--- config.mk ---
export PLATFORM = sky130hd
export DESIGN_NAME = alu_8bit
export DESIGN_NICKNAME = d
export VERILOG_FILES = /design/src/rtl/alu_pkg.sv /design/src/rtl/alu_datapath.sv /design/src/rtl/alu_8bit.sv
export SDC_FILE = /design/constraint.sdc
export NUM_CORES = 1
export LEC_CHECK = 0
export CORE_ASPECT_RATIO = 1.1
export CORE_MARGIN = 4
export CORE_UTILIZATION = 30
export DETAILED_ROUTE_END_ITERATION = 10
export SYNTH_ARGS = -nofsm -noshare
export SYNTH_HDL_FRONTEND = slang
export SYNTH_SLANG_ARGS = --single-unit
--- constraint.sdc ---
create_clock -name clk -period 1.9 [get_ports clk]
set_input_delay 0.38 -clock clk [delete_from_list [all_inputs] [get_ports clk]]
set_output_delay 0.38 -clock clk [all_outputs]
set_load 0.05 [all_outputs]
--- src/rtl/alu_pkg.sv ---
// alu_pkg: shared opcodes, flag indices and widths for the 8-bit ALU
package alu_pkg;
  localparam int DW = 8;
  localparam int OW = 4;
  localparam int FW = 5;
  localparam logic [OW-1:0] OP_ADD  = 4'd0;
  localparam logic [OW-1:0] OP_SUB  = 4'd1;
  localparam logic [OW-1:0] OP_INC  = 4'd2;
  localparam logic [OW-1:0] OP_DEC  = 4'd3;
  localparam logic [OW-1:0] OP_SHL  = 4'd4;
  localparam logic [OW-1:0] OP_SHR  = 4'd5;
  localparam logic [OW-1:0] OP_ROL  = 4'd6;
  localparam logic [OW-1:0] OP_ROR  = 4'd7;
  localparam logic [OW-1:0] OP_AND  = 4'd8;
  localparam logic [OW-1:0] OP_OR   = 4'd9;
  localparam logic [OW-1:0] OP_XOR  = 4'd10;
  localparam logic [OW-1:0] OP_NOR  = 4'd11;
  localparam logic [OW-1:0] OP_NAND = 4'd12;
  localparam logic [OW-1:0] OP_NEG  = 4'd13;
  localparam logic [OW-1:0] OP_NOP  = 4'd14;
  localparam logic [OW-1:0] OP_SWAP = 4'd15;
  localparam int FLG_EQUAL   = 4;
  localparam int FLG_ZERO    = 3;
  localparam int FLG_CARRY   = 2;
  localparam int FLG_PARITY  = 1;
  localparam int FLG_COMPARE = 0;
endpackage

--- src/rtl/alu_datapath.sv ---
// alu_datapath: combinational next result, carry and flags from a, b and opcode
module alu_datapath
  import alu_pkg::*;
(
  input  logic [DW-1:0] a,
  input  logic [DW-1:0] b,
  input  logic [OW-1:0] opcode,
  output logic [DW-1:0] res,
  output logic [FW-1:0] flg
);
  logic [DW:0] sum;
  logic        carry;
  assign sum = {1'b0, a} + {1'b0, b};
  // result and carry per opcode; NOP output is ignored by the register stage
  always_comb begin
    res   = '0;
    carry = 1'b0;
    case (opcode)
      OP_ADD:  {carry, res} = sum;
      OP_SUB:  {carry, res} = {a < b, a - b};
      OP_INC:  {carry, res} = {a == 8'hff, a + 8'd1};
      OP_DEC:  {carry, res} = {a == 8'h00, a - 8'd1};
      OP_SHL:  {carry, res} = {a[7], a[6:0], 1'b0};
      OP_SHR:  {carry, res} = {a[0], 1'b0, a[7:1]};
      OP_ROL:  {carry, res} = {a[7], a[6:0], a[7]};
      OP_ROR:  {carry, res} = {a[0], a[0], a[7:1]};
      OP_AND:  res = a & b;
      OP_OR:   res = a | b;
      OP_XOR:  res = a ^ b;
      OP_NOR:  res = ~(a | b);
      OP_NAND: res = ~(a & b);
      OP_NEG:  {carry, res} = {a != 8'h00, 8'h00 - a};
      OP_SWAP: res = {a[3:0], a[7:4]};
      default: res = '0;
    endcase
  end
  // status flags: EQUAL/COMPARE from operands, the rest from the result
  always_comb begin
    flg              = '0;
    flg[FLG_EQUAL]   = a == b;
    flg[FLG_ZERO]    = res == '0;
    flg[FLG_CARRY]   = carry;
    flg[FLG_PARITY]  = ^res;
    flg[FLG_COMPARE] = a > b;
  end
endmodule

--- src/rtl/alu_8bit.sv ---
// alu_8bit: registered 8-bit ALU with status flags and NOP hold
module alu_8bit
  import alu_pkg::*;
(
  input  logic          clk,
  input  logic          rst_n,
  input  logic [DW-1:0] a,
  input  logic [DW-1:0] b,
  input  logic [OW-1:0] opcode,
  output logic [DW-1:0] out,
  output logic [FW-1:0] flags
);
  logic [DW-1:0] res;
  logic [FW-1:0] flg;
  alu_datapath u_dp (
    .a      (a),
    .b      (b),
    .opcode (opcode),
    .res    (res),
    .flg    (flg)
  );
  // result/flag registers; NOP keeps the previous contents
  always_ff @(posedge clk or negedge rst_n)
    if (!rst_n) begin
      out   <= '0;
      flags <= '0;
    end else if (opcode != OP_NOP) begin
      out   <= res;
      flags <= flg;
    end
endmodule

* Word level (Yosys, flattened, before mapping) *
Index checks and enable logic that the tools add are counted.

word-level totals
  register bits after elaboration = 13
  latch bits = 0
  memory bits (writable) = 0
  ROM bits = 0
  bits of input ports = 22
  output and inout bits = 13
  word-level logic and storage cells = 40
  memories kept = 0

operators by class
  $add $sub $neg = 5
  multipliers = 0
  div/mod/pow operators = 0
  magnitude comparators = 2
  equal/unequal tests = 17
  shift operators = 0
  muxes and demuxes = 2
  bitwise gates (word level) = 5
  reductions and logical operators = 7

operator list
  kind                                                                 number
  8-bit one-hot mux with 15 select lines                               1
  4-bit == test (second input constant)                                7
  4-bit by 3-bit == test with 1-bit output (second input constant)     4
  8-bit logical NOT                                                    2
  8-bit inverter                                                       2
  8-bit by 8-bit adder with 9-bit output                               1
  8-bit by 1-bit adder with 8-bit output (second input constant)       1
  8-bit AND                                                            1
  4-bit by 2-bit == test with 1-bit output (second input constant)     2
  8-bit == test                                                        1
  8-bit == test (second input constant)                                1
  8-bit > comparator                                                   1
  8-bit less-than comparator                                           1
  8-bit bitwise OR                                                     1
  8-bit nonzero test                                                   1
  8-bit parity                                                         1
  1-bit by 8-bit subtractor with 8-bit output (first input constant)   1
  8-bit by 1-bit subtractor with 8-bit output (second input constant)  1
  8-bit subtractor                                                     1
  8-bit XOR                                                            1
  1-bit one-hot mux with 7 select lines                                1
  4-bit by 1-bit == test with 1-bit output (second input constant)     1
  4-bit logical NOT                                                    1
  4-bit != test (second input constant)                                1
  2-bit OR reduction                                                   2

* Logic depth before layout (Yosys ltp) *
Gate-level depths: netlist of run 1.

  depth after elaboration = 4
  depth in mapped cells = 14
  mapped depth without buffers = 13

* Hierarchy *
From an unflattened synthesis of run 1, not the netlist that was laid out.

unflattened totals
  cell total of the unflattened synthesis = 352
  area, all modules = 2832.7 µm²

by module, submodules not included
  module        instances  cells an instance  area an instance (µm²)  seq. area each (µm²)
  alu_datapath  1          324                2288.4                  0.0
  alu_8bit      1          28                 544.3                   325.3

* Least setup slack after synthesis of run 1 *
OpenSTA, ideal clock, no wires.

  path kind = input -> register
  from = input a[0]
  to = register flags[1]
  arrival = 2804 ps
  data required time = 1764 ps
  path slack = -1040 ps
  stages on the path = 12
  path buffers = 1
  cell sequence = clkbuf_1 inv_1 ha_1 fa_1 nor3_1 a31oi_1 nor3_1 a2111oi_0 ha_1 xnor2_1 xnor2_1 o21ai_0

on the way
  cells in the longest elaborated chain, start to end = 4
  elaborated cells on any way between the ends = 12
  classes of those cells = add/sub: 5; mux: 1; bitwise: 5; reduce/logical: 1

ends and longest elaborated chain
  element                                                                                              line                RTL
  from (decl)                                                                                          alu_8bit.sv:7       input logic [DW-1:0] a,
  parallel branches: the longest is 2 deep, another holds 1-bit by 8-bit subtractor with 8-bit output  n/a
  8-bit one-hot mux with 15 select lines (*)                                                           alu_datapath.sv:18  case (opcode)
  8-bit parity (*)                                                                                     alu_datapath.sv:43  flg[FLG_PARITY] = ^res;
  to (signal assigned)                                                                                 alu_8bit.sv:29      flags <= flg;
  to (decl)                                                                                            alu_8bit.sv:11      output logic [FW-1:0] flags

Every way passes the cells marked *.
A chain may end at the register's enable or synchronous reset.

* Final worst setup path of run 1 *
Same ends and word-level chain as after synthesis.

==> results of run 1 <==
power by group through the flow:
stage	combinational, W	clock (W)	sequential, W
floorplan	0.000541	0	0.000505
global placement	0.00120	0	0.000352
detailed placement	0.00122	0	0.000354
CTS	0.00141	0.000246	0.000350
global route	0.00156	0.000260	0.000353
finish	0.00146	0.000241	0.000350
stage by stage:
step                      hold WS (ps)  power, W  cells
after floorplan                   84.4   0.00105    372
after global placement             452   0.00156    615
after detailed placement           463   0.00157    615
after CTS                          474   0.00200    643
after global routing               495   0.00217    646
final                              467   0.00205    646
final timing paths:
path	startpoint	slack, ps	endpoint	cells after the start
max	a[0]	-800	flags[1]$_DFFE_PN0P_	16
min	out[1]$_DFFE_PN0P_	470	out[1]$_DFFE_PN0P_	2
max reg2reg	flags[2]$_DFFE_PN0P_	660	flags[2]$_DFFE_PN0P_	3
min reg2reg	out[1]$_DFFE_PN0P_	470	out[1]$_DFFE_PN0P_	2
max in group asynchronous	rst_n	1030	out[5]$_DFFE_PN0P_	1
min in group asynchronous	rst_n	500	out[2]$_DFFE_PN0P_	1
flip-flops by register name (all words and copies together), names as in the netlist:
signal,count
out,8
flags,5
metal layers:
metal / global-route usage (%) / vias up / wire (um)
met2: 35.9 / 114 / 5570
met4: 7.22 / 0 / 338
met5: 0 / - / 0
met3: 2.72 / 21 / 611
li1: - / 1699 / -
met1: 26.6 / 1668 / 4830
cell type report:
cell class              count  area, um^2
multi-input cells         309        2630
inverters                  22        87.6
flip-flops and latches     13         325
well taps                 114         143
fillers                   829        4080
clock buffers               4        45.0
repair buffers            184        1530
critical path, stage by stage:
cell	delay, ps
buf_8	70
buf_6	90
buf_12	90
buf_8	100
inv_6	30
ha_4	150
fa_2	360
buf_4	150
xor2_1	150
a21oi_1	170
o2111ai_2	150
a21oi_2	220
ha_1	300
xnor2_2	140
xnor2_1	160
o21ai_1	90
logic make-up after synthesis:
logic type / count (synthesis) / synth area share (%)
mux: 5 / 1.90
flops: 13 / 12.1
buf+inv: 50 / 7.80
xor+xnor: 22 / 7.15
compound gates: 101 / 25.9
simple gates: 148 / 29.3
fa+ha+maj: 33 / 15.9
cell usage in the layout (no fill, tap or decap), types with 4 or more instances in the layout:
master	synthesis	routed
inv_2	0	8
ha_2	0	6
dfrtp_1	13	13
o211ai_1	8	8
dlygate4sd2_1	0	6
ha_4	0	12
inv_1	20	11
o21ai_0	19	15
nor3_1	13	8
a31oi_1	7	7
o21ai_1	0	4
or3_4	1	5
clkdlybuf4s50_1	0	10
xor2_1	8	8
nand3_1	15	13
nor2b_1	5	5
xnor2_1	14	12
nand4_1	12	12
buf_4	0	135
nand2b_1	4	4
nand2_1	36	35
buf_6	1	19
nor2_1	25	22
ha_1	31	13
a21oi_1	22	14
a21oi_2	0	8
nor3b_1	7	5
buf_2	12	4
what timing repair did:
action	in CTS	in global routing
buffers inserted	25	5
endpoints found under the setup margin	13	13
pin swaps	60	34
endpoints found under the hold margin	0	0
gates resized for setup	131	27
==> impl_metrics.yaml, run 1 <==
run_status:
  status: "finished with violations"
  violations: "setup timing"
die:
  floorplan.rows: 36
  chipHeight_um: 107
  die_area_um2: 10600
  die_w_um: 98.4
  core-area_um2: 8830
  io_pins: 35
  start_util_pct: 30.5
detailed_routing:
  vias_per_cell: 5.42
  drc: 0
  vias: 3502
  antenna_left: 0
  wl_per_cell_um: 17.6
  drt-initial-drc-count: 228
  drt_pass1_iterations: 5
  routed_wl_um: 11300
yosys:
  synthArstFlopShare_pct: 100
  synth-edff-count: 0
  yosys-top-cells-count: "nand2_1 (36), ha_1 (31), nor2_1 (25)"
  yosysTopAreaCell: "ha_1"
  netlist_area_um2: 2700
  synthCells: 372
  synthTopCellsByArea: "ha_1 (14%), dfrtp_1 (12%), nand2_1 (5.0%)"
  yosysWarningCount: 0
  syn_avg_cell_area_um2: 7.24
  ys_types: 64
  synth_top_area_share_pct: 14.4
  synthMostInstantiatedCell: "nand2_1"
  synth_seq_area_share_pct: 12.1
  yosys_register_bits: 13
  synth-main-ff-cell: "dfrtp_1"
  syn_nets: 427
sta:
  min_period_over_period_pct: 142
  setup_viol: 11
  worst_slack_ps: -800
  slew-limit-headroom_pct: 62.3
  hold_violations: 0
  tns_ps: -3930
  finalCriticalPeriod_ps: 2700
  max_freq_ghz: 0.370
  worstMarginPinSlew_ps: 563
  skew_ps: 0
  grt_setup_unrepaired: "true"
  drv_slew: 0
global_route:
  grt_pass1_vias: 3563
  antenna_found_initial: 0
  grt_max_degree: 31
  overflow: 0
  track_usage_pct: 20.8
  grt_pass1_wl_um: 17900
final_layout:
  finalNetCount: 588
  drive_above_1_share_pct: 47.9
  diodes: 0
  final_util_pct: 53.8
  syn_to_final_growth_pct: 76.3
  final_cell_area_um2: 4750
pwr:
  pwr-share-seq_pct: 17.0
  p_comb_share_pct: 71.2
  clkPwrFrac_pct: 11.7
  p_per_area_nw_per_um2: 432
  p_int_w: 0.00117
  p_switching_w: 0.000888
  vdd_drop_max_uv: 307
  swShare_pct: 43.2
  p_leak_nw: 2.04
clock_network:
  root_buffer: "clkbuf_8"
  clk_path_buf_depth: 2
  cts_tree: "built"
  cts_inserted_buffers: 3
  cts_sinks: 13
  worstSkewPairLatency_ps: 240
  ctsHoldBuffers: 0
  clk_pin_slew_worst_paths_ps: 50
  htreeDepth: 1
setup_path:
  start_kind: "input pin"
  crit_required_ps: 2020
  arrival_ps: 2820
  cp_max_fo: 2
  cp-end-kind: "flop"
  path_class: "in2reg"
place:
  hpwl_um: 8710
  placed_area_um2: 4040
  io_buffers: 34
  place_ws_ps: -1600
  gp_congestion: 0.933
hold_path:
  hold_class: "reg2reg"
job:
  cap_violations: 0
Power figures use the tool's default switching activity.
==> run 2, diff against run 1 <==
--- a/config.mk
+++ b/config.mk
@@ -7,8 +7,9 @@
 export LEC_CHECK = 0
 export CORE_ASPECT_RATIO = 1.1
 export CORE_MARGIN = 4
-export CORE_UTILIZATION = 30
+export CORE_UTILIZATION = 53
 export DETAILED_ROUTE_END_ITERATION = 10
+export PLACE_DENSITY = 0.77
 export SYNTH_ARGS = -nofsm -noshare
 export SYNTH_HDL_FRONTEND = slang
 export SYNTH_SLANG_ARGS = --single-unit
==> run 2 against run 1 <==
Compared with the run above:
- the flow now stops in 5_1_grt
- synthesized area did not move
- synthesized cell count did not move
==> impl_metrics.yaml, run 2 <==
run_status:
  status: "aborted with a tool error"
  failing_step: "5_1_grt"
  error: "[ERROR DPL-0038] Utilization greater than 100%, impossible to legalize"
yosys:
  synth-edff-count: 0
  synthArstFlopShare_pct: 100
  yosysWarningCount: 0
  yosysTopAreaCell: "ha_1"
  synth-compound-area-share_pct: 25.9
  yosys-top-cells-count: "nand2_1 (36), ha_1 (31), nor2_1 (25)"
  yosys_register_bits: 13
  synthTopCellsByArea: "ha_1 (14%), dfrtp_1 (12%), nand2_1 (5.0%)"
  netlist_area_um2: 2700
  syn_nets: 427
  synth-main-ff-cell: "dfrtp_1"
  synth_top_family_by_area: "simple AND/OR/NAND/NOR gates"
  ys_types: 64
  synth_seq_area_share_pct: 12.1
  synthMostInstantiatedCell: "nand2_1"
  synthCells: 372
  synth_top_area_share_pct: 14.4
  muxShareOfSynthArea_pct: 1.90
  synth-xor-area-share_pct: 7.15
  synth_adder_area_share_pct: 15.9
  syn_avg_cell_area_um2: 7.24
  synth-simple-area-share_pct: 29.3
die:
  io_pins: 35
  die_w_um: 76.0
  chipHeight_um: 82.8
  floorplan.rows: 26
  start_util_pct: 56.4
place:
  hpwl_um: 8700
  io_buffers: 34
  gp_congestion: 1.03
clock_network:
  ctsHoldBuffers: 0
  cts_sinks: 13
  cts_inserted_buffers: 3
  root_buffer: "clkbuf_8"
  htreeDepth: 1
  clk_path_buf_depth: 2
sta:
  worst_endpoint_kind: "sequential cell input"
  grt-worst-endpoint: "flags[1]$_DFFE_PN0P_/D"
global_route:
  grt_max_degree: 31
-- run 2: kinds of logic after synthesis --
family          count (synthesis)
mux                             5
fa+ha+maj                      33
buf+inv                        50
simple gates                  148
compound gates                101
xor+xnor                       22
flops                          13
-- run 2: through the flow --
step                      cell area (um^2)  util, %  instances  setup slack, ps  hold WS [ps]
after global placement                3980     83.2        559            -1530           458
after floorplan                       2800        -        372             -856          84.4
after detailed placement              3980     83.2        559            -1570           470
after CTS                             4450     93.1        571             -766           488
-- run 2: what timing repair did --
action,CTS
gates resized for setup,154
pin swaps,41
gates cloned,1
buffers inserted,8
endpoints found under the setup margin,13
==> run 3, diff against run 2 <==
--- a/config.mk
+++ b/config.mk
@@ -5,11 +5,10 @@
 export SDC_FILE = /design/constraint.sdc
 export NUM_CORES = 1
 export LEC_CHECK = 0
-export CORE_ASPECT_RATIO = 1.1
 export CORE_MARGIN = 4
-export CORE_UTILIZATION = 53
+export CORE_UTILIZATION = 38
 export DETAILED_ROUTE_END_ITERATION = 10
-export PLACE_DENSITY = 0.77
+export PLACE_DENSITY_LB_ADDON = 0.15
 export SYNTH_ARGS = -nofsm -noshare
 export SYNTH_HDL_FRONTEND = slang
 export SYNTH_SLANG_ARGS = --single-unit
==> run 3 against run 2 <==
Compared with the run above:
- the flow now finishes, with violations (setup timing)
==> impl_metrics.yaml, run 3 (synthesis results as in run 1) <==
clock_network:
  root_buffer: "clkbuf_8"
  clk_path_buf_depth: 2
  cts_tree: "built"
  cts_inserted_buffers: 3
  worstSkewPairLatency_ps: 250
  htreeDepth: 1
  clk_pin_slew_worst_paths_ps: 60
  ctsHoldBuffers: 0
  cts_sinks: 13
die:
  floorplan.rows: 30
  die_area_um2: 8500
  io_pins: 35
  chipHeight_um: 92.2
  start_util_pct: 39.5
  die_w_um: 92.2
  core-area_um2: 6830
setup_path:
  cp_max_fo: 5
  crit_required_ps: 2030
  cp-end-kind: "flop"
  path_class: "in2reg"
  arrival_ps: 2820
  ff2ff_path_depth: 3
  worstSetupStartpoint: "a[0]"
  slowest_stage: "or4_4"
  path_buf_inv: 2
  r2r_slack_ps: 680
  critical_path.top_delay_family: "simple AND/OR/NAND/NOR gates"
  path_cells: "buf_8 > buf_8 > or3_4 > or3_4 > or4_4 > a32oi_1 > nor2_1 > and3_1 > ha_4 > xnor2_2 > xnor2_1 > o21ai_1"
  timing.rr.end: "flags[2]$_DFFE_PN0P_"
  cp_slowest_stage_delay_ps: 410
  start_kind: "input pin"
  rr_startpoint: "flags[2]$_DFFE_PN0P_"
final_layout:
  largest_reg_flops: 8
  syn_to_final_growth_pct: 69.0
  fillCellCount: 576
  mostFrequentLayoutCells: "buf_4 (129), nand2_1 (36), nor2_1 (22), a21oi_1 (18), buf_6 (17)"
  drive_above_1_share_pct: 45.8
  finalNetCount: 571
  reg_top3: "out x8, flags x5"
  final_common_cell: "buf_4"
  regMostFlops: "out"
  multi_input_area_um2: 2590
  diodes: 0
  final_cell_area_um2: 4550
  seqCellArea_um2: 325
pwr:
  p_per_area_nw_per_um2: 446
  p_leak_nw: 1.96
  vdd_drop_max_uv: 277
global_route:
  grt_pass1_vias: 3436
  grt_pass1_wl_um: 17900
  overflow: 0
  antenna_found_initial: 0
  grt_max_degree: 25
  track_usage_pct: 26.4
sta:
  slew-limit-headroom_pct: 59.8
  tns_ps: -2760
  hold_violations: 0
  worstMarginPinSlew_ps: 602
  worst_slack_ps: -791
  setup_viol: 9
  grt_setup_unrepaired: "true"
  finalCriticalPeriod_ps: 2690
  max_freq_ghz: 0.372
  drv_slew: 0
  min_period_over_period_pct: 142
  skew_ps: 0
  hold_slack_ps: 471
place:
  io_buffers: 34
  gp_congestion: 0.914
  placed_area_um2: 4010
  hpwl_um: 8530
detailed_routing:
  vias: 3589
  vias_per_cell: 5.87
  routed_wl_um: 11500
  antenna_left: 0
  drt-initial-drc-count: 396
  wl_per_cell_um: 18.8
  drt_pass1_iterations: 5
  drc: 0
run_status:
  status: "finished with violations"
  violations: "setup timing"
job:
  cap_violations: 0
hold_path:
  hold_path_depth: 2
  hold_class: "reg2reg"
  hold_path_end: "out[1]$_DFFE_PN0P_"
  hold_start: "out[1]$_DFFE_PN0P_"
-- run 3: layer usage --
| layer | GRT usage (%) | share of wire, % | vias up |
|---|---|---|---|
| li1 | - | - | 1667 |
| met1 | 34.5 | 42 | 1741 |
| met2 | 44.0 | 48 | 146 |
| met3 | 4.43 | 6.6 | 35 |
| met4 | 8.91 | 3.6 | 0 |
| met5 | 0 | 0 | - |
-- run 3: per-stage QoR --
stage                     utilization [%]  std cells  total power (W)  setup slack [ps]
after floorplan                         -        372          0.00105              -856
after global placement               58.7        597          0.00155             -1520
after detailed placement             58.7        597          0.00157             -1600
after CTS                            64.5        606          0.00197              -814
after global routing                 66.7        611          0.00215              -902
final                                66.7        611          0.00203              -791
-- run 3: report_power, final --
part / total [W] / switching (W) / internal (W)
Sequential: 0.000350 / 0.0000281 / 0.000322
Clock: 0.000260 / 0.000111 / 0.000149
Combinational: 0.00142 / 0.000766 / 0.000656
Total: 0.00203 / 0.000905 / 0.00113
-- run 3: worst max path at each step --
stage          cells past startpoint                   end  slack (ps)
2_1_floorplan                     11  flags[1]$_DFFE_PN0P_        -860
3_3_place_gp                      13  flags[1]$_DFFE_PN0P_       -1520
3_5_place_dp                      13  flags[1]$_DFFE_PN0P_       -1600
4_1_cts                           12  flags[1]$_DFFE_PN0P_        -810
5_1_grt                           15  flags[1]$_DFFE_PN0P_        -900
6_report                          12  flags[1]$_DFFE_PN0P_        -790
-- run 3: cell type report --
cell class / count / area share (%)
Clock buffer: 4 / 0.989
Inverter: 22 / 2.06
Sequential cell: 13 / 7.14
Timing Repair Buffer: 167 / 30.4
Multi-Input combinational cell: 309 / 56.8
Tap cell: 96 / 2.64
-- run 3: worst min-delay path, cell delays in order, from the launching register on --
cell	delay [ps]
dfrtp_1	340
nand2_1	50
nand2_1	50
-- run 3: what timing repair did --
| item | 4_1_cts | 5_1_grt |
|---|---|---|
| gates cloned | 0 | 0 |
| buffers inserted | 9 | 7 |
| resized for setup | 127 | 31 |
| pin swaps | 48 | 39 |
| setup endpoints to repair | 13 | 13 |
==> run 4, diff against run 3 <==
--- a/config.mk
+++ b/config.mk
@@ -5,7 +5,6 @@
 export SDC_FILE = /design/constraint.sdc
 export NUM_CORES = 1
 export LEC_CHECK = 0
-export CORE_MARGIN = 4
 export CORE_UTILIZATION = 38
 export DETAILED_ROUTE_END_ITERATION = 10
 export PLACE_DENSITY_LB_ADDON = 0.15
==> run 4 against run 3 <==
Compared with the run above:
- the run still ends with setup timing left
- largest power group unchanged
- setup slack worse by 94 ps
- utilization is 4.8 points higher
- maximum frequency is 3.4% lower
- non-clock buffer count is 26 higher
- power is 6.7% higher
- clock-buffer cell count stayed put
- critical endpoint unchanged
- routed wire length is 2.2% higher
- final cell count is 4.3% higher
- clock skew stayed put
- first-iteration DRC count is 18% lower
- final area is 7.2% higher
- register-to-register slack worse by 170 ps
==> impl_metrics.yaml, run 4 (synthesis results as in run 1) <==
run_status:
  status: "finished with violations"
  violations: "setup timing"
detailed_routing:
  antenna_left: 0
  vias: 3733
  wl_per_cell_um: 18.4
  routed_wl_um: 11700
  vias_per_cell: 5.86
  drt_pass1_iterations: 7
  drt-initial-drc-count: 325
  drc: 0
setup_path:
  arrival_ps: 2910
  start_kind: "input pin"
  worstSetupStartpoint: "a[0]"
  path_class: "in2reg"
  critical_path.top_delay_family: "adder cells"
  crit_required_ps: 2030
  cp_slowest_stage_delay_ps: 420
  rr_startpoint: "flags[2]$_DFFE_PN0P_"
  cp-end-kind: "flop"
  slowest_stage: "fa_2"
  path_cells: "buf_8 > buf_4 > ha_4 > fa_2 > xor2_2 > a22oi_2 > a2bb2oi_2 > o2111ai_2 > a21oi_2 > buf_4 > ha_1 > xnor2_2 > xnor2_1 > o21ai_1"
  cp_max_fo: 3
  path_buf_inv: 3
  crit_top_cell: "buf_4"
die:
  start_util_pct: 39.5
  chipHeight_um: 86.2
  floorplan.rows: 30
  io_pins: 35
  core-area_um2: 6830
  die_area_um2: 7430
  die_w_um: 86.2
pwr:
  p_int_w: 0.00123
  vdd_drop_max_uv: 329
  p_comb_share_pct: 72.5
  p_leak_nw: 2.11
  power.total_w: 0.00217
  p_switching_w: 0.000943
  pwr-share-seq_pct: 16.1
  clkPwrFrac_pct: 11.4
  swShare_pct: 43.4
  p_per_area_nw_per_um2: 444
sta:
  drv_slew: 0
  worstMarginPinSlew_ps: 589
  finalCriticalPeriod_ps: 2790
  min_period_over_period_pct: 147
  skew_ps: 0
  hold_violations: 0
  max_freq_ghz: 0.359
  slew-limit-headroom_pct: 60.6
  setup_viol: 9
  grt_setup_unrepaired: "true"
  worst_slack_ps: -885
global_route:
  track_usage_pct: 31.8
  grt.met2_usage_pct: 52.8
  grt_max_degree: 26
  grt_use_met3_pct: 4.10
  met1_usage_pct: 43.5
  grt_pass1_wl_um: 18400
  overflow: 0
  busiest_layer: "met2"
  grt_pass1_vias: 3584
  antenna_found_initial: 0
hold_path:
  hold_start: "flags[4]$_DFFE_PN0P_"
  hold_class: "reg2reg"
place:
  io_buffers: 34
  hpwl_um: 8580
  place_ws_ps: -1640
  gp_congestion: 0.917
  dp.cells: 607
clock_network:
  cts_tree: "built"
  cts_sinks: 13
  ctsHoldBuffers: 0
  clk_path_buf_depth: 2
  clk_pin_slew_worst_paths_ps: 60
  cts_inserted_buffers: 3
  htreeDepth: 1
  root_buffer: "clkbuf_8"
  worstSkewPairLatency_ps: 240
final_layout:
  final_common_cell: "buf_4"
  mostFrequentLayoutCells: "buf_4 (134), nand2_1 (34), buf_6 (31), nor2_1 (19), ha_1 (16)"
  reg_top3: "out x8, flags x5"
  largest_reg_flops: 8
  regMostFlops: "out"
  diodes: 0
  finalNetCount: 597
  drive_above_1_share_pct: 50.6
  layoutNonFillerInstCount: 637
  syn_to_final_growth_pct: 81.2
job:
  cap_violations: 0
run 4: changes by cell type in the layout (fill, tap and decap cells not counted), sizes merged:
cell,previous run,this run
dlygate4sd2,6,5
clkdlybuf4s15,1,2
buf,152,175
clkbuf,5,4
clkdlybuf4s50,7,11
run 4: cell type report:
cell class | count | area [um^2]
multi-input combinational | 309 | 2680
fill | 526 | 1950
timing repair buffer | 193 | 1620
sequential | 13 | 325
tap | 96 | 120
inverter | 22 | 93.8
clock buffer | 4 | 45.0
run 4: power groups by stage:
stage / clock, W / sequential [W] / combinational [W]
2_1_floorplan: 0 / 0.000505 / 0.000541
3_3_place_gp: 0 / 0.000350 / 0.00123
3_5_place_dp: 0 / 0.000353 / 0.00124
4_1_cts: 0.000254 / 0.000349 / 0.00147
5_1_grt: 0.000265 / 0.000353 / 0.00167
6_report: 0.000247 / 0.000350 / 0.00157
run 4: per-layer routing:
layer | vias up | part of all wire [%]
met2 | 198 | 47
met5 | - | 0
li1 | 1715 | -
met4 | 0 | 2.8
met3 | 30 | 8.6
met1 | 1790 | 42
run 4: metrics by stage:
stage	hold WS, ps	instance area [um^2]	utilization (%)	setup TNS (ps)
6_report	476	4880	71.5	-4610
5_1_grt	496	4880	71.5	-5570
4_1_cts	482	4730	69.3	-4270
3_5_place_dp	464	4110	60.1	-12630
3_3_place_gp	454	4110	60.1	-12280
2_1_floorplan	84.4	2800	-	-1990
run 4: path summary, 6_finish.rpt:
kind,to,slack [ps],depth (start not counted)
min reg2reg,flags[4]$_DFFE_PN0P_,480,2
max in group asynchronous,out[6]$_DFFE_PN0P_,1000,1
min in group asynchronous,out[3]$_DFFE_PN0P_,510,1
max reg2reg,flags[2]$_DFFE_PN0P_,510,3
min,flags[4]$_DFFE_PN0P_,480,2
max,flags[1]$_DFFE_PN0P_,-890,14
run 4: worst min-delay path, stage by stage (launching register included):
cell     delay [ps]
dfrtp_1         340
nand2_1          40
o21ai_0          60
run 4: timing repair:
| action | in CTS | in global routing |
|---|---|---|
| endpoints found under the hold margin | 0 | 0 |
| setup buffers | 29 | 7 |
| pin swaps | 58 | 42 |
| endpoints found under the setup margin | 13 | 13 |
| resized for setup | 149 | 35 |
==> patch 1: new RTL, flow settings as in run 3 <==
Change the package constant `OW` from 4 to 8.
--- a/src/rtl/alu_pkg.sv
+++ b/src/rtl/alu_pkg.sv
@@ -1,7 +1,7 @@
 // alu_pkg: shared opcodes, flag indices and widths for the 8-bit ALU
 package alu_pkg;
   localparam int DW = 8;
-  localparam int OW = 4;
+  localparam int OW = 8;
   localparam int FW = 5;
   localparam logic [OW-1:0] OP_ADD  = 4'd0;
   localparam logic [OW-1:0] OP_SUB  = 4'd1;
Ports: changed (resized opcode); port bits go from 35 to 39. No check against the original RTL was run, so the function may have changed too.
==> patch 1 against run 3 <==
- design area is 17% higher
- sequential share of layout area decreased by 1.1 points
- setup slack worse by 0.34 ns
- routed wire length rose by 26%
- sequential power down 9.4%
- total power decreased by 9.4%
- largest power group unchanged
- synthesized area up 3.4%
- core utilization increased by 10 points
- count of clock-buffer cells in the layout unchanged
- the flow still finishes with violations (negative setup slack)
- sequential cell count unchanged
==> patch 1: results (changes against run 3) <==
<table>
<tr><th>Metric</th><th>Value</th></tr>
<tr><th colspan="2">Cells and area</th></tr>
<tr><td>Post-layout nets</td><td>639 (+12%)</td></tr>
<tr><th colspan="2">Routing</th></tr>
<tr><td>Met2 wirelength from detailed routing</td><td>6.76 mm (+23%)</td></tr>
<tr><td>Routed WL per cell</td><td>21.6 um (+15%)</td></tr>
<tr><td>M1 wire length</td><td>5.48 mm (+14%)</td></tr>
<tr><td>Iteration-0 DRC Markers</td><td>403 (+1.8%)</td></tr>
<tr><th colspan="2">Timing</th></tr>
<tr><td>Post-route worst setup slack</td><td>-1.13 ns (-0.343 ns)</td></tr>
<tr><td>Count of endpoints failing setup in the final report</td><td>12 (+3)</td></tr>
<tr><th colspan="2">Synth</th></tr>
<tr><td>Share of synthesized area occupied by flip-flops and latches</td><td>0.117 (-0.00396)</td></tr>
<tr><td>Post-synthesis net count</td><td>444 (+4.0%)</td></tr>
<tr><td>Cell variety after synth</td><td>70 (+9.4%)</td></tr>
<tr><td>Dominant cells by area after synthesis</td><td>sky130_fd_sc_hd__ha_1 16%, sky130_fd_sc_hd__dfrtp_1 12%, sky130_fd_sc_hd__nor2_1 5.0%</td></tr>
<tr><th colspan="2">Placement</th></tr>
<tr><td>Post-detailed-placement cell area</td><td>0.00425 sq mm (+5.9%)</td></tr>
<tr><td>Count of buffers from port buffering</td><td>38 (+12%)</td></tr>
<tr><th colspan="2">Worst setup path</th></tr>
<tr><td>WP data arrival</td><td>3.16 ns (+0.34 ns)</td></tr>
<tr><td>Critical-path cell with the highest stage delay</td><td>sky130_fd_sc_hd__nor4_4</td></tr>
<tr><td>Slowest Stage Delay on Critical Path</td><td>0.32 ns (-0.09 ns)</td></tr>
<tr><th colspan="2">Global routing</th></tr>
<tr><td>Met1 track utilization from global routing</td><td>0.393 (+0.0483)</td></tr>
<tr><td>GRT met3 Usage</td><td>0.0451 (+0.000754)</td></tr>
<tr><td>Fraction of met2 tracks used by global routing</td><td>0.525 (+0.0843)</td></tr>
<tr><td>Maximum number of pins on one net before global-route repair</td><td>40 (+60%)</td></tr>
<tr><td>Vias in the first global route</td><td>3853 (+12%)</td></tr>
<tr><th colspan="2">Pwr</th></tr>
<tr><td>Peak VDD IR</td><td>0.243 mV (-12%)</td></tr>
<tr><td>Cell leakage power</td><td>2.41 nW (+23%)</td></tr>
<tr><th colspan="2">Run status</th></tr>
<tr><td>Violated checks</td><td>negative setup slack</td></tr>
<tr><td>Run status</td><td>complete, but fails checks</td></tr>
<tr><th colspan="2">Clock tree</th></tr>
<tr><td>Number of setup buffers added after CTS</td><td>27 (+18)</td></tr>
</table>
[patch 1: through the flow]
stage                     setup WS [ns]  instances  TNS (ns)  utilization
after floorplan                   -1.16        379     -5.78            -
after global placement            -1.61        625    -13.66        0.612
after detailed placement          -1.71        625    -14.46        0.612
after CTS                         -1.02        658     -5.75        0.721
after global routing              -1.27        669     -7.74        0.770
final                             -1.13        669     -6.76        0.770
[patch 1: kinds of logic after synthesis]
logic type      share of synthesized area
xor+xnor                           0.0629
buf+inv                            0.0763
simple gates                        0.229
fa+ha+maj                           0.183
flops                               0.117
compound gates                      0.317
mux                                0.0148
[patch 1: report_power, final]
part / switching (mW) / total (mW) / internal [mW]
Combinational: 0.664 / 1.27 / 0.603
Sequential: 0.0150 / 0.317 / 0.302
Clock: 0.108 / 0.257 / 0.148
[patch 1: area by class of cell]
type,count,area share
multi-input combinational,314,0.539
timing repair buffer,213,0.347
sequential,13,0.0608
tap,96,0.0225
inverter,29,0.0218
clock buffer,4,0.00842
[patch 1: path summary, 6_finish.rpt]
| kind | startpoint | endpoint | slack (ns) | cells past startpoint |
|---|---|---|---|---|
| setup / recovery | opcode[4] | flags[1]$_DFFE_PN0P_ | -1.13 | 17 |
| hold / removal | flags[4]$_DFFE_PN0P_ | flags[4]$_DFFE_PN0P_ | 0.49 | 2 |
| min in group asynchronous | rst_n | out[0]$_DFFE_PN0P_ | 0.50 | 1 |
| hold reg to reg | flags[4]$_DFFE_PN0P_ | flags[4]$_DFFE_PN0P_ | 0.49 | 2 |
| max in group asynchronous | rst_n | out[4]$_DFFE_PN0P_ | 1.01 | 1 |
| setup reg to reg | flags[2]$_DFFE_PN0P_ | flags[2]$_DFFE_PN0P_ | 0.71 | 4 |
==> patch 2: new RTL, flow settings as in run 3 <==
Without the edit above. Make the reset (`rst_n`) synchronous in one clocked block.
--- a/src/rtl/alu_8bit.sv
+++ b/src/rtl/alu_8bit.sv
@@ -20,7 +20,7 @@
     .flg    (flg)
   );
   // result/flag registers; NOP keeps the previous contents
-  always_ff @(posedge clk or negedge rst_n)
+  always_ff @(posedge clk)
     if (!rst_n) begin
       out   <= '0;
       flags <= '0;
Formal check against the unedited RTL: differs if rst_n is asserted again (counterexample within 4 cycles, from zero or initial values and one cycle with rst_n low); with rst_n held inactive, the same outputs for 10 cycles.
==> patch 2 against run 3 <==
- the flow still finishes with violations (negative setup slack)
- sequential cell count unchanged
- setup slack worse by 0.011 ns
- critical path type unchanged
- largest cell class unchanged
- die area down 1.1%
- synthesized area down 1.2%
- combinational power up 9.9%
- fmax down 0.39%
- total power up 4.3%
- routed wire length up 3.2%
- design area up 12%
==> patch 2: results (changes against run 3) <==
<table>
<tr><th>Metric</th><th>Value</th></tr>
<tr><th colspan="2">Run status</th></tr>
<tr><td>Violated checks</td><td>negative setup slack</td></tr>
<tr><td>Run status</td><td>complete, but fails checks</td></tr>
<tr><th colspan="2">Hold path</th></tr>
<tr><td>Worst Min Path Start</td><td>out[2]$_SDFFE_PN0P_</td></tr>
<tr><td>End point of the most critical hold path</td><td>out[2]$_SDFFE_PN0P_</td></tr>
<tr><th colspan="2">Synth</th></tr>
<tr><td>Share of synthesized area occupied by flip-flops and latches</td><td>0.0977 (-0.0230)</td></tr>
<tr><td>Top_reg_cell synth</td><td>sky130_fd_sc_hd__dfxtp_1</td></tr>
<tr><td>Most frequent cells after synthesis</td><td>31 x sky130_fd_sc_hd__ha_1, 28 x sky130_fd_sc_hd__a21oi_1, 27 x sky130_fd_sc_hd__nand2_1, 24 x sky130_fd_sc_hd__inv_1</td></tr>
<tr><td>Post-synthesis net count</td><td>421 (-1.4%)</td></tr>
<tr><td>Mean area per synthesized cell</td><td>7.27 sq um (+0.41%)</td></tr>
<tr><th colspan="2">Timing</th></tr>
<tr><td>Count of endpoints failing setup in the final report</td><td>9 (unchanged)</td></tr>
<tr><td>Slew headroom</td><td>0.661 (+0.0633)</td></tr>
<tr><td>Worst hold slack</td><td>0.450 ns (-0.0209 ns)</td></tr>
<tr><td>Post-route worst setup slack</td><td>-0.801 ns (-0.0105 ns)</td></tr>
<tr><th colspan="2">Worst setup path</th></tr>
<tr><td>Depth of the worst register-to-register path</td><td>4 (+1)</td></tr>
<tr><td>Source of the worst register-to-register timing path</td><td>flags[2]$_SDFFE_PN0P_</td></tr>
<tr><td>Critical-path cell with the highest stage delay</td><td>sky130_fd_sc_hd__ha_1</td></tr>
<tr><td>WP data arrival</td><td>2.81 ns (about the same)</td></tr>
<tr><td>Slowest Stage Delay on Critical Path</td><td>0.30 ns (-0.11 ns)</td></tr>
<tr><th colspan="2">Routing</th></tr>
<tr><td>Wire length reported by the detailed router</td><td>11.8 mm (+3.2%)</td></tr>
<tr><td>Iteration-0 DRC Markers</td><td>376 (-5.1%)</td></tr>
<tr><td>Routed WL per cell</td><td>19.1 um (+1.9%)</td></tr>
<tr><th colspan="2">Pwr</th></tr>
<tr><td>Cell leakage power</td><td>2.12 nW (+8.1%)</td></tr>
<tr><th colspan="2">Global routing</th></tr>
<tr><td>Vias in the first global route</td><td>3386 (-1.5%)</td></tr>
<tr><td>Maximum number of pins on one net before global-route repair</td><td>30 (+20%)</td></tr>
<tr><th colspan="2">Placement</th></tr>
<tr><td>Cells after DPL</td><td>587 (-1.7%)</td></tr>
<tr><td>Post-detail-place hpwl</td><td>8.79 mm (+3.1%)</td></tr>
<tr><td>Worst setup timing slack at the placement stage</td><td>-1.61 ns (-0.00908 ns)</td></tr>
<tr><th colspan="2">Cells and area</th></tr>
<tr><td>Fraction of final layout cells with drive strength greater than 1</td><td>0.562 (+0.104)</td></tr>
</table>
patch 2: cells by family (layout without fill, tap and decap cells):
logic type	Yosys count	count (layout)	synth area share
DFF	13	13	0.0977
buffers and inverters	57	214	0.0893
muxes	10	10	0.0381
adders and majority gates	33	33	0.161
and+or+nand+nor	120	120	0.245
AOI/OAI and AO/OA	110	110	0.293
xor gates and xnor gates	23	23	0.0757
patch 2: worst max-delay path by stage:
| stage | start | to | slack, ns | cells after the start |
|---|---|---|---|---|
| floorplan | a[4] | flags[1]$_SDFFE_PN0P_ | -0.97 | 16 |
| global placement | a[0] | flags[1]$_SDFFE_PN0P_ | -1.58 | 14 |
| finish | a[2] | flags[1]$_SDFFE_PN0P_ | -0.80 | 16 |
| CTS | b[4] | flags[1]$_SDFFE_PN0P_ | -0.81 | 15 |
| detailed placement | a[0] | flags[1]$_SDFFE_PN0P_ | -1.61 | 14 |
| global route | a[1] | flags[1]$_SDFFE_PN0P_ | -0.96 | 14 |
patch 2: area by class of cell:
class	instances	area (sq um)
fillers	477	1710
multi-input cells	296	2920
inverters	24	113
repair buffers	186	1630
clock buffers	4	45.0
well taps	96	120
flip-flops and latches	13	260
patch 2: per-layer routing:
layer,global-route usage,part of all wire,vias to the layer above
li1,-,-,1683
met1,0.366,0.44,1719
met2,0.439,0.48,164
met3,0.0345,0.060,24
met4,0.0644,0.024,0
met5,0,0,-
patch 2: timing repair:
item / in CTS / in global routing
pin swaps: 53 / 62
endpoints found under the hold margin: 0 / 0
setup buffers: 23 / 11
resized for setup: 184 / 63
endpoints found under the setup margin: 13 / 12
patch 2: stage by stage:
step           setup TNS (ns)  cell area (sq um)
6_report                -3.06               5080
5_1_grt                 -3.96               5080
4_1_cts                 -2.83               4750
3_5_place_dp           -12.46               4100
3_3_place_gp           -12.06               4100
2_1_floorplan           -2.33               2950
patch 2: power breakdown:
group          total, mW  internal, mW  switching (mW)
logic               1.56         0.780           0.780
clock network      0.241         0.148          0.0933
registers          0.319         0.304          0.0152
patch 2: worst max-delay path, delay by kind of cell:
kind,cells,cell delay [ns]
compound gates,5,0.98
fa+ha+maj,2,0.53
buf+inv,4,0.38
xor+xnor,2,0.30
simple gates,2,0.11
mux,1,0.10
